`config.mk`:
```
export PLATFORM = sky130hd
export DESIGN_NAME = r2r_sar_controller
export DESIGN_NICKNAME = d
export VERILOG_FILES = /design/src/rtl/adc_pkg.sv /design/src/rtl/sync_2ff.sv /design/src/rtl/r2r_sar_controller.sv
export SDC_FILE = /design/constraint.sdc
export NUM_CORES = 1
export LEC_CHECK = 0
export BUFFER_PORTS_ARGS = -buffer_cell sky130_fd_sc_hd__buf_2
export CAP_MARGIN = 20
export CORE_ASPECT_RATIO = 2
export CORE_MARGIN = 2
export CORE_UTILIZATION = 50
export CTS_CLUSTER_DIAMETER = 80
export CTS_CLUSTER_SIZE = 16
export DETAILED_ROUTE_END_ITERATION = 12
export GPL_TIMING_DRIVEN = 1
export PLACE_DENSITY = 0.69
export SYNTH_ARGS = -nofsm -noshare
export SYNTH_HDL_FRONTEND = slang
export SYNTH_SLANG_ARGS = --single-unit
```
`constraint.sdc`:
```
create_clock -name clk -period 4 [get_ports clk]
set_clock_uncertainty 0.15 [all_clocks]
set_input_delay 0.2 -clock clk [delete_from_list [all_inputs] [get_ports clk]]
set_output_delay 0.2 -clock clk [all_outputs]
set_load 0.01 [all_outputs]
```
`src/rtl/adc_pkg.sv`:
```
// Shared ADC definitions: SAR state encoding and default sizing.
package adc_pkg;

   localparam int ADC_WIDTH             = 8;
   localparam int DEFAULT_SETTLE_CYCLES = 1000;

   typedef enum logic [2:0] {
      IDLE    = 3'd0,
      SET_BIT = 3'd1,
      SETTLE  = 3'd2,
      COMPARE = 3'd3,
      DONE    = 3'd4
   } sar_state_t;

endpackage

```
`src/rtl/sync_2ff.sv`:
```
// Two-flop synchronizer for a single asynchronous bit (comparator inputs).
module sync_2ff (
   input  logic clk,
   input  logic reset_n,
   input  logic d,
   output logic q
);

   logic meta_reg;
   logic sync_reg;

   // Shift the raw input through two flops to resolve metastability.
   always_ff @(posedge clk or negedge reset_n) begin
      if (!reset_n) begin
         meta_reg <= 1'b0;
         sync_reg <= 1'b0;
      end else begin
         meta_reg <= d;
         sync_reg <= meta_reg;
      end
   end

   assign q = sync_reg;

endmodule

```
`src/rtl/r2r_sar_controller.sv`:
```
// Successive-approximation engine for the R2R ladder ADC: drives the ladder
// code MSB first, samples the synchronized comparator, publishes the result.
// SETTLE_CYCLES must be at least 3 so the 2-flop sync sees the settled ladder.
module r2r_sar_controller
   import adc_pkg::*;
#(
   parameter int WIDTH         = ADC_WIDTH,
   parameter int SETTLE_CYCLES = DEFAULT_SETTLE_CYCLES
) (
   input  logic             clk,
   input  logic             reset_n,
   input  logic             enable,
   input  logic             start,
   input  logic             continuous,
   input  logic             comparator_in,
   output logic [WIDTH-1:0] dac_code,
   output logic [WIDTH-1:0] r2r_successive_out,
   output logic             result_valid,
   output logic             busy
);

   localparam int IDX_W = (WIDTH > 1) ? $clog2(WIDTH) : 1;
   localparam int CNT_W = $clog2(SETTLE_CYCLES);
   localparam logic [IDX_W-1:0] IDX_MSB  = IDX_W'(WIDTH - 1);
   localparam logic [CNT_W-1:0] CNT_LAST = CNT_W'(SETTLE_CYCLES - 1);
   localparam logic [WIDTH-1:0] ONE      = WIDTH'(1);

   sar_state_t       state_reg;
   sar_state_t       state_next;
   logic [IDX_W-1:0] idx_reg;
   logic [WIDTH-1:0] trial_reg;
   logic [WIDTH-1:0] result_reg;
   logic [CNT_W-1:0] cnt_reg;
   logic             valid_reg;
   logic             comp_sync;
   logic [WIDTH-1:0] bit_mask;

   sync_2ff u_comp_sync (
      .clk     (clk),
      .reset_n (reset_n),
      .d       (comparator_in),
      .q       (comp_sync)
   );

   // One-hot mask of the bit currently under trial.
   assign bit_mask = ONE << idx_reg;

   // State register.
   always_ff @(posedge clk or negedge reset_n) begin
      if (!reset_n) begin
         state_reg <= IDLE;
      end else begin
         state_reg <= state_next;
      end
   end

   // Next-state logic; dropping enable aborts from any state back to IDLE.
   always_comb begin
      state_next = state_reg;
      case (state_reg)
         IDLE:    if (enable && (start || continuous)) state_next = SET_BIT;
         SET_BIT: state_next = SETTLE;
         SETTLE:  if (cnt_reg == CNT_LAST) state_next = COMPARE;
         COMPARE: state_next = (idx_reg == '0) ? DONE : SET_BIT;
         DONE:    state_next = (enable && continuous) ? SET_BIT : IDLE;
         default: state_next = IDLE;
      endcase
      if (!enable) begin
         state_next = IDLE;
      end
   end

   // Trial/index/counter datapath and the held result register.
   always_ff @(posedge clk or negedge reset_n) begin
      if (!reset_n) begin
         idx_reg    <= IDX_MSB;
         trial_reg  <= '0;
         cnt_reg    <= '0;
         result_reg <= '0;
         valid_reg  <= 1'b0;
      end else begin
         valid_reg <= 1'b0;
         case (state_reg)
            IDLE: begin
               idx_reg   <= IDX_MSB;
               trial_reg <= '0;
            end
            SET_BIT: begin
               cnt_reg <= '0;
            end
            SETTLE: begin
               cnt_reg <= cnt_reg + CNT_W'(1);
            end
            COMPARE: begin
               // Keep the trial bit only when Vin >= Vdac.
               if (comp_sync) begin
                  trial_reg <= trial_reg | bit_mask;
               end
               if (idx_reg != '0) begin
                  idx_reg <= idx_reg - IDX_W'(1);
               end
            end
            DONE: begin
               // An abort landing on DONE must not publish a result.
               if (enable) begin
                  result_reg <= trial_reg;
                  valid_reg  <= 1'b1;
               end
               idx_reg   <= IDX_MSB;
               trial_reg <= '0;
            end
            default: begin
               idx_reg   <= IDX_MSB;
               trial_reg <= '0;
            end
         endcase
      end
   end

   // Ladder code and busy flag decoded from the current state.
   always_comb begin
      dac_code = '0;
      busy     = 1'b0;
      case (state_reg)
         SET_BIT, SETTLE, COMPARE: begin
            dac_code = trial_reg | bit_mask;
            busy     = 1'b1;
         end
         DONE:    dac_code = trial_reg;
         default: dac_code = '0;
      endcase
   end

   assign r2r_successive_out = result_reg;
   assign result_valid       = valid_reg;

endmodule

```
==> run_results.csv <==
group,metric,value,unit
critical_path,critPathKind,"register to primary output",
cts,clk_latency,0.29,ns
cts,clock_sink_count,35,
timing,finalHoldViolCount,0,
critical_path,slowest_stage,"dfrtp_1",
power_and_ir_drop,sw_frac_of_total,32.0,%
timing,setup_viol,0,
critical_path,crit_path_end_kind,"primary output",
logic_synthesis,synth_edf_count,0,
floorplan,fp.dieArea,4270,µm²
logic_synthesis,synthCells,188,
cts,tritoncts,"done",
cts,clkTransAtPathRegs,0.07,ns
global_route,antenna_found_initial,0,
global_route,grt_pass1_vias,1492,
floorplan,core_area,3610,µm²
global_route,gr-total-overflow,0,
final_layout,drive_gt1_share,24.1,%
min_path,hold_path.class,"input port to register",
run,drv_cap,0,
power_and_ir_drop,seqPwrFrac,46.5,%
critical_path,r2r_slack,1.83,ns
critical_path,critPathMaxStageDelay,0.96,ns
floorplan,num_rows,31,
drt,vias,1475,
critical_path,arrival,2.03,ns
final_layout,final_nets,223,
timing,maxSlewHeadroom,37.4,%
power_and_ir_drop,switchingPower,0.306,mW
critical_path,worst-path-max-fanout,30,
critical_path,r2r_end,"r2r_successive_out[1]",
cts,cts_setup_buffers,0,
cts,post_cts_resize_count,0,
power_and_ir_drop,p_int,0.650,mW
cts,cts-root-buf,"clkbuf_8",
timing,rsz0062_at_grt,"no",
drt,firstDrtPassIters,4,
timing,tightest_slew,0.939,ns
min_path,hold_depth,2,
placed_design,post-dp-hpwl,2.87,mm
global_route,grtUsageMet3,4.80,%
floorplan,die_x,47.2,µm
logic_synthesis,synthesis.area,1870,µm²
global_route,grt_max_degree,36,
logic_synthesis,synthArstFlopShare,100,%
critical_path,r2r-start,"state_reg[0]",
placed_design,postPlaceCellArea,1980,µm²
critical_path,critPathRequiredTime,3.65,ns
drt,viasPerCell,5.65,
power_and_ir_drop,p_clk_share,34.3,%
floorplan,start_util,51.8,%
cts,cts_made_buffers,5,
final_layout,final.fill_count,327,
power_and_ir_drop,powerDensity,451,nW/µm²
placed_design,io_buffers,23,
status,status,"finished clean",
logic_synthesis,synth_seq_cells,35,
final_layout,largest_reg_flops,10,
drt,wl,4.03,mm
power_and_ir_drop,vdd_drop_max,0.351,mV
timing,max_clock_freq,421,MHz
min_path,holdPathEnd,"state_reg[0]",
logic_synthesis,ys_seq_area_share,47.1,%
logic_synthesis,synth_nets,200,
placed_design,gp_congestion,0.848,
timing,min_period,2.38,ns
drt,avgRoutedWirePerCell,15.5,µm
global_route,busiest_layer,"met2",
global_route,met1_usage,24.5,%
final_layout,syn2layout_area_growth,13.5,%
final_layout,seqCellArea,880,µm²
placed_design,place_inst,251,
logic_synthesis,syn_area_per_cell,9.94,µm²
cts,clk_path_buf_depth,2,
floorplan,die_y,90.4,µm
critical_path,r2r_cells,3,
power_and_ir_drop,pwr-share-comb,19.2,%
drt,drt_iter0_markers,42,
global_route,grt.total_usage,21.5,%
timing,finalCritPeriodShare,59.4,%
logic_synthesis,ys.flop_type,"dfrtp_1",
min_path,hp-start,"enable",
power_and_ir_drop,power.leakage,1.00,nW
floorplan,ios,24,
drt,ant_nets,0,
final_layout,final_cells,261,
global_route,grt_pass1_wl,6.81,mm
drt,drc,0,
timing,finalSetupTns,0,ns
cts,htreeDepth,2,
logic_synthesis,yosysWarnings,0,
global_route,grtUsageMet2,35.0,%
critical_path,cp-start-kind,"register",
critical_path,crit_chain,"nor2_2 -> xor2_2 -> nor2_1 -> buf_2",
final_layout,stdcell_area,2120,µm²
timing,slew_violations,0,
logic_synthesis,synth_cell_types,48,
final_layout,multi_input_area,912,µm²
final_layout,diodes,0,
-- cell usage after synthesis (all sizes together) (2+ instances only) --
library cell / count / area share [%]
mux2: 8 / 4.8
buf: 9 / 3.3
a31oi: 4 / 1.3
a21oi: 14 / 3.8
dfstp: 3 / 4.2
nand4b: 2 / 0.94
dfrtp: 32 / 43
and4: 2 / 0.94
o21bai: 2 / 1.4
nand2b: 4 / 1.3
ha: 6 / 4.0
nand3: 3 / 0.80
and3: 4 / 1.4
o311ai: 2 / 0.94
or2: 2 / 0.67
and2b: 2 / 0.80
o31ai: 2 / 0.80
o21ai: 13 / 3.5
nor2: 24 / 5.0
inv: 4 / 0.80
nor3: 4 / 1.3
a22o: 5 / 2.3
nor3b: 2 / 1.1
nand2: 18 / 3.6
mux2i: 3 / 1.6
nand4: 3 / 1.3
-- worst max-delay path, delay by kind of cell (launching register included) --
family	cells	cell delay (ns)
xor gates and xnor gates	1	0.37
buffers and inverters	1	0.15
DFF	1	0.96
and+or+nand+nor	2	0.25
-- logic make-up (layout without fill, tap and decap cells) --
logic type | Yosys count | after routing | synth area share, %
multiplexers | 11 | 11 | 6.43
buffers and inverters | 13 | 37 | 4.09
flip-flops | 35 | 35 | 47.1
XOR/XNOR | 2 | 2 | 1.34
adder cells (fa/ha/maj) | 6 | 6 | 4.02
AO/OA/AOI/OAI | 50 | 50 | 17.4
AND/OR/NAND/NOR | 71 | 71 | 19.6
-- power groups by stage --
stage / Sequential, mW / Clock, mW / Combinational [mW]
after floorplan: 0.405 / 0 / 0.179
after global placement: 0.447 / 0 / 0.176
after detailed placement: 0.450 / 0 / 0.183
after CTS: 0.444 / 0.336 / 0.185
after global routing: 0.453 / 0.354 / 0.210
final: 0.444 / 0.328 / 0.183
-- worst max-delay path by stage --
| stage | startpoint | to | depth (start not counted) |
|---|---|---|---|
| 3_3_place_gp | state_reg[0] | r2r_successive_out[0] | 3 |
| 5_1_grt | state_reg[0] | dac_code[0] | 4 |
| 2_1_floorplan | idx_reg[0] | trial_reg[0] | 6 |
| 3_5_place_dp | state_reg[0] | r2r_successive_out[1] | 3 |
| 4_1_cts | state_reg[0] | dac_code[2] | 4 |
| 6_report | state_reg[0] | dac_code[0] | 4 |
-- placed cells by master, fill, tap and decap left out, types with 2 or more instances in the layout --
cell type / count
buf_2: 23
and4_1: 2
o21ai_0: 8
ha_1: 6
a22o_1: 5
nand4b_1: 2
nor2_1: 23
nor3_1: 3
dfstp_2: 3
nand4_1: 2
mux2_2: 8
nand2b_1: 4
dlygate4sd3_1: 2
nand3_1: 3
a21oi_1: 14
and3_1: 3
a31oi_1: 4
inv_1: 2
clkbuf_8: 6
o31ai_1: 2
mux2i_1: 3
inv_2: 2
and2b_1: 2
dfrtp_1: 32
nand2_1: 18
or2_1: 2
o21ai_1: 5
-- what timing repair did --
action | in CTS | in global routing
hold endpoints to repair | 33 | 0
hold buffers | 2 | 0
setup endpoints to repair | 0 | 0
-- through the flow --
step / hold slack, ns / worst slack [ns] / util [%] / total power [mW]
after floorplan: -0.246 / 2.31 / - / 0.585
after global placement: 0.153 / 1.92 / 55.0 / 0.623
after detailed placement: 0.160 / 1.82 / 55.0 / 0.634
after CTS: 0.0370 / 1.64 / 58.8 / 0.965
after global routing: 0.0424 / 1.43 / 58.8 / 1.02
final: 0.0418 / 1.62 / 58.8 / 0.956
-- final cells by class --
| cell class | count | area share (%) |
|---|---|---|
| clock inverters | 2 | 1.65 |
| repair buffers | 25 | 6.37 |
| well taps | 49 | 2.89 |
| inverters | 4 | 0.708 |
| flip-flops and latches | 35 | 41.5 |
| multi-input cells | 140 | 43.0 |
| clock buffers | 6 | 3.89 |
-- layer usage --
layer / vias up / wire length, µm
li1: 722 / -
met1: 705 / 1530
met2: 41 / 2260
met3: 7 / 149
met4: 0 / 91
met5: - / 0
Power figures use the tool's default switching activity.
